<file path="config.mk">
export PLATFORM = sky130hd
export DESIGN_NAME = spdif_subframe_unpack
export DESIGN_NICKNAME = d
export VERILOG_FILES = /design/src/rtl/spdif_subframe_unpack.sv
export SDC_FILE = /design/constraint.sdc
export NUM_CORES = 1
export LEC_CHECK = 0
export ABC_AREA = 0
export BUFFER_PORTS_ARGS = -buffer_cell sky130_fd_sc_hd__buf_2
export CORE_UTILIZATION = 53
export DETAILED_ROUTE_END_ITERATION = 10
export GPL_TIMING_DRIVEN = 0
export PLACE_DENSITY_LB_ADDON = 0.12
export SLEW_MARGIN = 20
export SYNTH_ARGS = -nofsm -noshare
export SYNTH_HDL_FRONTEND = slang
export SYNTH_SLANG_ARGS = --single-unit
</file>
<file path="constraint.sdc">
create_clock -name clk -period 2.3 [get_ports clk]
set_input_delay 0.345 -clock clk [delete_from_list [all_inputs] [get_ports clk]]
set_output_delay 0.345 -clock clk [all_outputs]
set_load 0.005 [all_outputs]
</file>
<file path="src/rtl/spdif_subframe_unpack.sv">
// rtl/spdif_subframe_unpack.sv - S/PDIF subframe unpacker with preamble tracking, parity and channel status.
module spdif_subframe_unpack #(
    parameter int SAMPLE_W  = 20,
    parameter int NUM_CH    = 2,
    parameter int FRAMES    = 192,
    parameter int ERR_LIMIT = 3
) (
    input  logic                clk,
    input  logic                rst,
    input  logic                vin,
    input  logic                din,
    input  logic                sof,
    input  logic [1:0]          pre,
    output logic [SAMPLE_W-1:0] sample_dout,
    output logic [2:0]          sample_ch,
    output logic [2:0]          sample_flags,
    output logic                sample_vout,
    output logic [3:0]          aux_dout,
    output logic [FRAMES-1:0]   cs_dout,
    output logic [2:0]          cs_ch,
    output logic                cs_vout,
    output logic [7:0]          frame_idx,
    output logic                locked,
    output logic                kill
);

    localparam int CH_W = (NUM_CH > 1) ? $clog2(NUM_CH) : 1;
    localparam int FR_W = $clog2(FRAMES);
    localparam logic [CH_W-1:0] CH_LAST = CH_W'(NUM_CH - 1);
    localparam logic [FR_W-1:0] FR_LAST = FR_W'(FRAMES - 1);
    localparam logic [1:0] PRE_Z = 2'd0;
    localparam logic [1:0] PRE_X = 2'd1;
    localparam logic [1:0] PRE_Y = 2'd2;

    typedef enum logic [1:0] {HUNT, SHIFT, CHECK, WAIT} state_t;

    state_t                           state_q;
    logic [27:0]                      sr_q;
    logic [4:0]                       bit_cnt_q;
    logic [CH_W-1:0]                  ch_q;
    logic [FR_W-1:0]                  frame_q;
    logic [3:0]                       err_cnt_q;
    logic [NUM_CH-1:0][FRAMES-1:0]    shadow_q;
    logic [SAMPLE_W-1:0]              sample_dout_q;
    logic [2:0]                       sample_ch_q;
    logic [2:0]                       sample_flags_q;
    logic                             sample_vout_q;
    logic [3:0]                       aux_q;
    logic [FRAMES-1:0]                cs_dout_q;
    logic [2:0]                       cs_ch_q;
    logic                             cs_vout_q;
    logic                             locked_q;
    logic                             kill_q;

    logic                             par_err;
    logic [4:0]                       err_inc;
    logic                             ch_wrap;
    logic                             fr_last;
    logic [CH_W-1:0]                  ch_nxt;
    logic [FR_W-1:0]                  fr_nxt;
    logic [1:0]                       exp_pre;
    logic [FRAMES-1:0]                cs_word;
    logic                             start_d;
    logic                             shift_d;
    logic                             kill_d;

    always_comb begin
        par_err = ^sr_q;
        err_inc = {1'b0, err_cnt_q} + 5'd1;
        ch_wrap = (ch_q == CH_LAST);
        fr_last = (frame_q == FR_LAST);
        ch_nxt  = ch_wrap ? '0 : ch_q + CH_W'(1);
        fr_nxt  = frame_q;
        if (ch_wrap) begin
            fr_nxt = fr_last ? '0 : frame_q + FR_W'(1);
        end
        // ch_q/frame_q already point at the subframe we are waiting for
        if (ch_q == '0) begin
            exp_pre = (frame_q == '0) ? PRE_Z : PRE_X;
        end else begin
            exp_pre = PRE_Y;
        end
        cs_word = shadow_q[ch_q];
        cs_word[FRAMES-1] = sr_q[26];
    end

    // start_d: the sof of this cycle is accepted as data bit 0 (lock, continue or relock on Z)
    always_comb begin
        start_d = 1'b0;
        shift_d = 1'b0;
        kill_d  = 1'b0;
        case (state_q)
            HUNT: start_d = vin && sof && (pre == PRE_Z);
            SHIFT: begin
                shift_d = vin && !sof;
                kill_d  = vin && sof;
                start_d = vin && sof && (pre == PRE_Z);
            end
            CHECK: kill_d = par_err && (err_inc >= 5'(ERR_LIMIT));
            WAIT: begin
                if (vin && sof) begin
                    kill_d  = (pre != exp_pre);
                    start_d = (pre == exp_pre) || (pre == PRE_Z);
                end
            end
            default: ;
        endcase
    end

    always_ff @(posedge clk) begin
        if (rst) begin
            state_q        <= HUNT;
            sr_q           <= '0;
            bit_cnt_q      <= '0;
            ch_q           <= '0;
            frame_q        <= '0;
            err_cnt_q      <= '0;
            shadow_q       <= '0;
            sample_dout_q  <= '0;
            sample_ch_q    <= '0;
            sample_flags_q <= '0;
            sample_vout_q  <= 1'b0;
            aux_q          <= '0;
            cs_dout_q      <= '0;
            cs_ch_q        <= '0;
            cs_vout_q      <= 1'b0;
            locked_q       <= 1'b0;
            kill_q         <= 1'b0;
        end else begin
            sample_vout_q <= 1'b0;
            cs_vout_q     <= 1'b0;
            kill_q        <= 1'b0;
            if (state_q == SHIFT) begin
                locked_q <= 1'b1;
            end
            if (start_d) begin
                sr_q      <= {din, sr_q[27:1]};
                bit_cnt_q <= 5'd1;
                state_q   <= SHIFT;
                if (pre == PRE_Z) begin
                    ch_q     <= '0;
                    frame_q  <= '0;
                    locked_q <= 1'b1;
                end
            end else if (shift_d) begin
                sr_q      <= {din, sr_q[27:1]};
                bit_cnt_q <= bit_cnt_q + 5'd1;
                if (bit_cnt_q == 5'd27) begin
                    state_q <= CHECK;
                end
            end
            if (state_q == CHECK) begin
                sample_vout_q  <= 1'b1;
                sample_dout_q  <= sr_q[24-SAMPLE_W +: SAMPLE_W];
                sample_ch_q    <= 3'(ch_q);
                sample_flags_q <= {sr_q[24], sr_q[25], par_err};
                aux_q          <= (SAMPLE_W <= 20) ? sr_q[3:0] : 4'd0;
                shadow_q[ch_q][frame_q] <= sr_q[26];
                if (fr_last) begin
                    cs_vout_q <= 1'b1;
                    cs_dout_q <= cs_word;
                    cs_ch_q   <= 3'(ch_q);
                end
                ch_q      <= ch_nxt;
                frame_q   <= fr_nxt;
                err_cnt_q <= par_err ? err_inc[3:0] : 4'd0;
                state_q   <= WAIT;
            end
            // a relock keeps the SHIFT entered above; locked rises again next cycle
            if (kill_d) begin
                kill_q    <= 1'b1;
                locked_q  <= 1'b0;
                shadow_q  <= '0;
                err_cnt_q <= '0;
                if (!start_d) begin
                    state_q <= HUNT;
                end
            end
        end
    end

    assign sample_dout  = sample_dout_q;
    assign sample_ch    = sample_ch_q;
    assign sample_flags = sample_flags_q;
    assign sample_vout  = sample_vout_q;
    assign aux_dout     = aux_q;
    assign cs_dout      = cs_dout_q;
    assign cs_ch        = cs_ch_q;
    assign cs_vout      = cs_vout_q;
    assign frame_idx    = 8'(frame_q);
    assign locked       = locked_q;
    assign kill         = kill_q;

endmodule

</file>
==> flow_summary.json <==
{
  "drive_above_1_share": 0.214,
  "cts_max_path_buffers": 3,
  "internal-power_mw": 18.9,
  "power_switching_mw": 5.09,
  "rsz0062_at_grt": "yes",
  "path_max_fanout": 10,
  "syn_inst": 3110,
  "drt_wl_total_microns": 110000,
  "cts_made_buffers": 69,
  "holdCritPathClass": "primary input to flip-flop",
  "status": "finished, violations left",
  "postLayoutCoreUtil": 0.666,
  "gp_congestion": 0.999,
  "cts_tree": "yes",
  "synth_most_common_cell": "dfxtp_1",
  "drtPass1Iterations": 7,
  "n_fill_cell": 4094,
  "fmax_mhz": 368,
  "worstSetupPathType": "flip-flop to flip-flop",
  "cts_max_level": 3,
  "cts_num_sinks": 655,
  "drt_iter0_markers": 4035,
  "hold_ws_ns": 0.00508,
  "antenna_found_initial": 9,
  "synthDistinctLibCells": 39,
  "failed_checks": "negative setup slack",
  "slew_headroom": 0.129,
  "die-area_sq_mm": 0.0509,
  "yosysTopAreaCell": "dfxtp_1",
  "synth-edff-count": 0,
  "worst_pin_slew_ns": 1.31,
  "p_leak_nw": 11.0,
  "boundaryPins": 244,
  "yosysWarnings": 0,
  "yosys-top-cells-count": "655 x dfxtp_1, 423 x a21oi_1, 396 x nand3_1",
  "fin_skew_ns": 0.0158,
  "end_kind": "flip-flop",
  "synth_top_area_frac": 0.495,
  "core_sq_mm": 0.0492,
  "syn2layout_area_growth_pct": 23.5,
  "maxCapViolCount": 0,
  "io_buffer_count": 239,
  "yosys_register_bits": 655,
  "crit_path_start_kind": "flip-flop",
  "period_share": 1.18,
  "seqPwrFrac": 0.473,
  "fp.dieH_microns": 226,
  "grt_max_degree": 16,
  "vdd_drop_max_mv": 0.742,
  "ys_top_cells_by_area": "dfxtp_1 49%, mux2i_1 8.3%, a21oi_1 8.0%, nand3_1 7.5%, o21ai_0 7.3%",
  "slew_violations": 0,
  "avgSynthCellArea_sq_um": 8.52,
  "netlist_area_sq_mm": 0.0265,
  "period_minus_slack_ns": 2.72,
  "rows": 81,
  "grt_overflow": 0,
  "cellPowerDensity_mw_per_mm2": 733,
  "seq_area_frac_synth": 0.495,
  "yosys_most_used_dff": "dfxtp_1",
  "switching_share": 0.212,
  "initial_core_util": 0.539,
  "dp_hpwl_microns": 70800,
  "pwr-share-comb": 0.021,
  "async_flop_share": 0,
  "crit_required_ns": 2.83,
  "remaining_drc_errors": 0,
  "first_global_vias": 24435,
  "final.setup.worst_slack_ns": -0.415,
  "setup_violations": 567,
  "vias": 26915,
  "final_nets": 3462,
  "pwr-share-clk": 0.506,
  "worst_skew_pair.late_latency_ns": 0.61,
  "clk_pin_slew_ns": 0.06,
  "arrival_ns": 3.25,
  "grt_util_all_layers": 0.415,
  "root_buffer": "clkbuf_16",
  "ant_nets": 0,
  "wl_per_cell_microns": 26.5,
  "vias_per_cell": 6.46,
  "grt_pass1_wl_microns": 155000,
  "finalHoldViolCount": 0,
  "chipWidth_microns": 226
}
-- critical path, stage by stage (launching register included) --
cell	delay, ns
dfxtp_1	0.61
nor2b_2	0.41
and2_1	0.18
clkbuf_1	0.52
clkbuf_4	0.55
nand3_1	0.18
a21oi_2	0.18
-- state kept, by name, indices dropped and copies added (netlist names), 2 cells and up --
register	count
frame_idx	8
bit_cnt_q	5
sample_flags	3
state_q	2
sr_q	28
sample_dout	20
err_cnt_q	4
cs_dout	192
aux_dout	4
shadow_q	382
-- power groups by stage --
stage	Combinational (mW)	Sequential (mW)	Clock, mW
6_report	0.513	11.3	12.1
5_1_grt	0.527	11.3	12.5
4_1_cts	0.388	11.3	12.1
3_5_place_dp	0.342	11.6	0
3_3_place_gp	0.335	11.6	0
2_1_floorplan	0.224	11.6	0
-- placed cells by master, fill, tap and decap left out, types with 18 or more instances in the layout --
| cell type | instances |
|---|---|
| clkbuf_8 | 19 |
| nand3_1 | 394 |
| clkbuf_16 | 78 |
| a211oi_1 | 191 |
| xnor2_1 | 18 |
| dfxtp_1 | 639 |
| clkbuf_4 | 27 |
| nand2_1 | 111 |
| buf_4 | 36 |
| clkbuf_2 | 76 |
| buf_6 | 24 |
| o21ai_0 | 386 |
| buf_2 | 255 |
| mux2i_1 | 217 |
| a21oi_2 | 114 |
| a21oi_1 | 307 |
| clkbuf_1 | 158 |
| nor2_1 | 249 |
-- final timing paths --
check	start	to	slack, ns	cells after the start
max	frame_idx[3]	shadow_q[185]	-0.42	6
min	din	sr_q[27]	0.005	3
max reg2reg	frame_idx[3]	shadow_q[185]	-0.42	6
min reg2reg	sample_dout[5]	sample_dout[5]	0.46	2
-- timing repair --
item,in CTS,in global routing
setup buffers,9,14
resized for setup,220,252
pin swaps,8,12
cloned,0,7
hold buffers,0,0
setup endpoints to repair,627,613
-- per-layer routing --
| layer | global-route usage | share of wire |
|---|---|---|
| met5 | 0.00782 | 0.00066 |
| met2 | 0.607 | 0.42 |
| met1 | 0.533 | 0.38 |
| met3 | 0.120 | 0.13 |
| met4 | 0.266 | 0.074 |
-- final cells by class --
| type | count | area [sq um] | share of cell area |
|---|---|---|---|
| clock buffer | 97 | 2030 | 0.0622 |
| buffer | 326 | 1910 | 0.0585 |
| sequential | 655 | 13100 | 0.401 |
| inverter | 4 | 20.0 | 0.000612 |
| clock inverter | 23 | 400 | 0.0122 |
| timing repair buffer | 270 | 1540 | 0.0470 |
| antenna | 5 | 12.5 | 0.000382 |
| multi-input combinational | 2122 | 12800 | 0.392 |
| tap | 664 | 831 | 0.0254 |
-- cell families (layout without fill, tap and decap cells) --
group                    count (synthesis)  count (layout)  share of synthesized area
AO/OA/AOI/OAI                         1011            1011                      0.210
XOR/XNOR                                32              32                     0.0119
adder cells (fa/ha/maj)                  7               7                    0.00331
buffers and inverters                  336             720                     0.0515
flip-flops                             655             655                      0.495
multiplexers                           221             221                     0.0835
other                                    1               9                   0.000142
AND/OR/NAND/NOR                        847             847                      0.145
-- through the flow --
| stage | cell area [sq um] | setup slack (ns) | cells | TNS, ns | power (mW) |
|---|---|---|---|---|---|
| floorplan | 26500 | 0.00537 | 3113 | 0 | 11.8 |
| global placement | 28600 | -1.27 | 4016 | -590.29 | 11.9 |
| detailed placement | 28600 | -1.40 | 4016 | -585.96 | 11.9 |
| CTS | 31700 | -0.295 | 4141 | -95.53 | 23.8 |
| global route | 32700 | -0.324 | 4162 | -130.49 | 24.4 |
| finish | 32700 | -0.415 | 4166 | -107.26 | 24.0 |
Note: power is estimated with default switching activity, not from simulation.
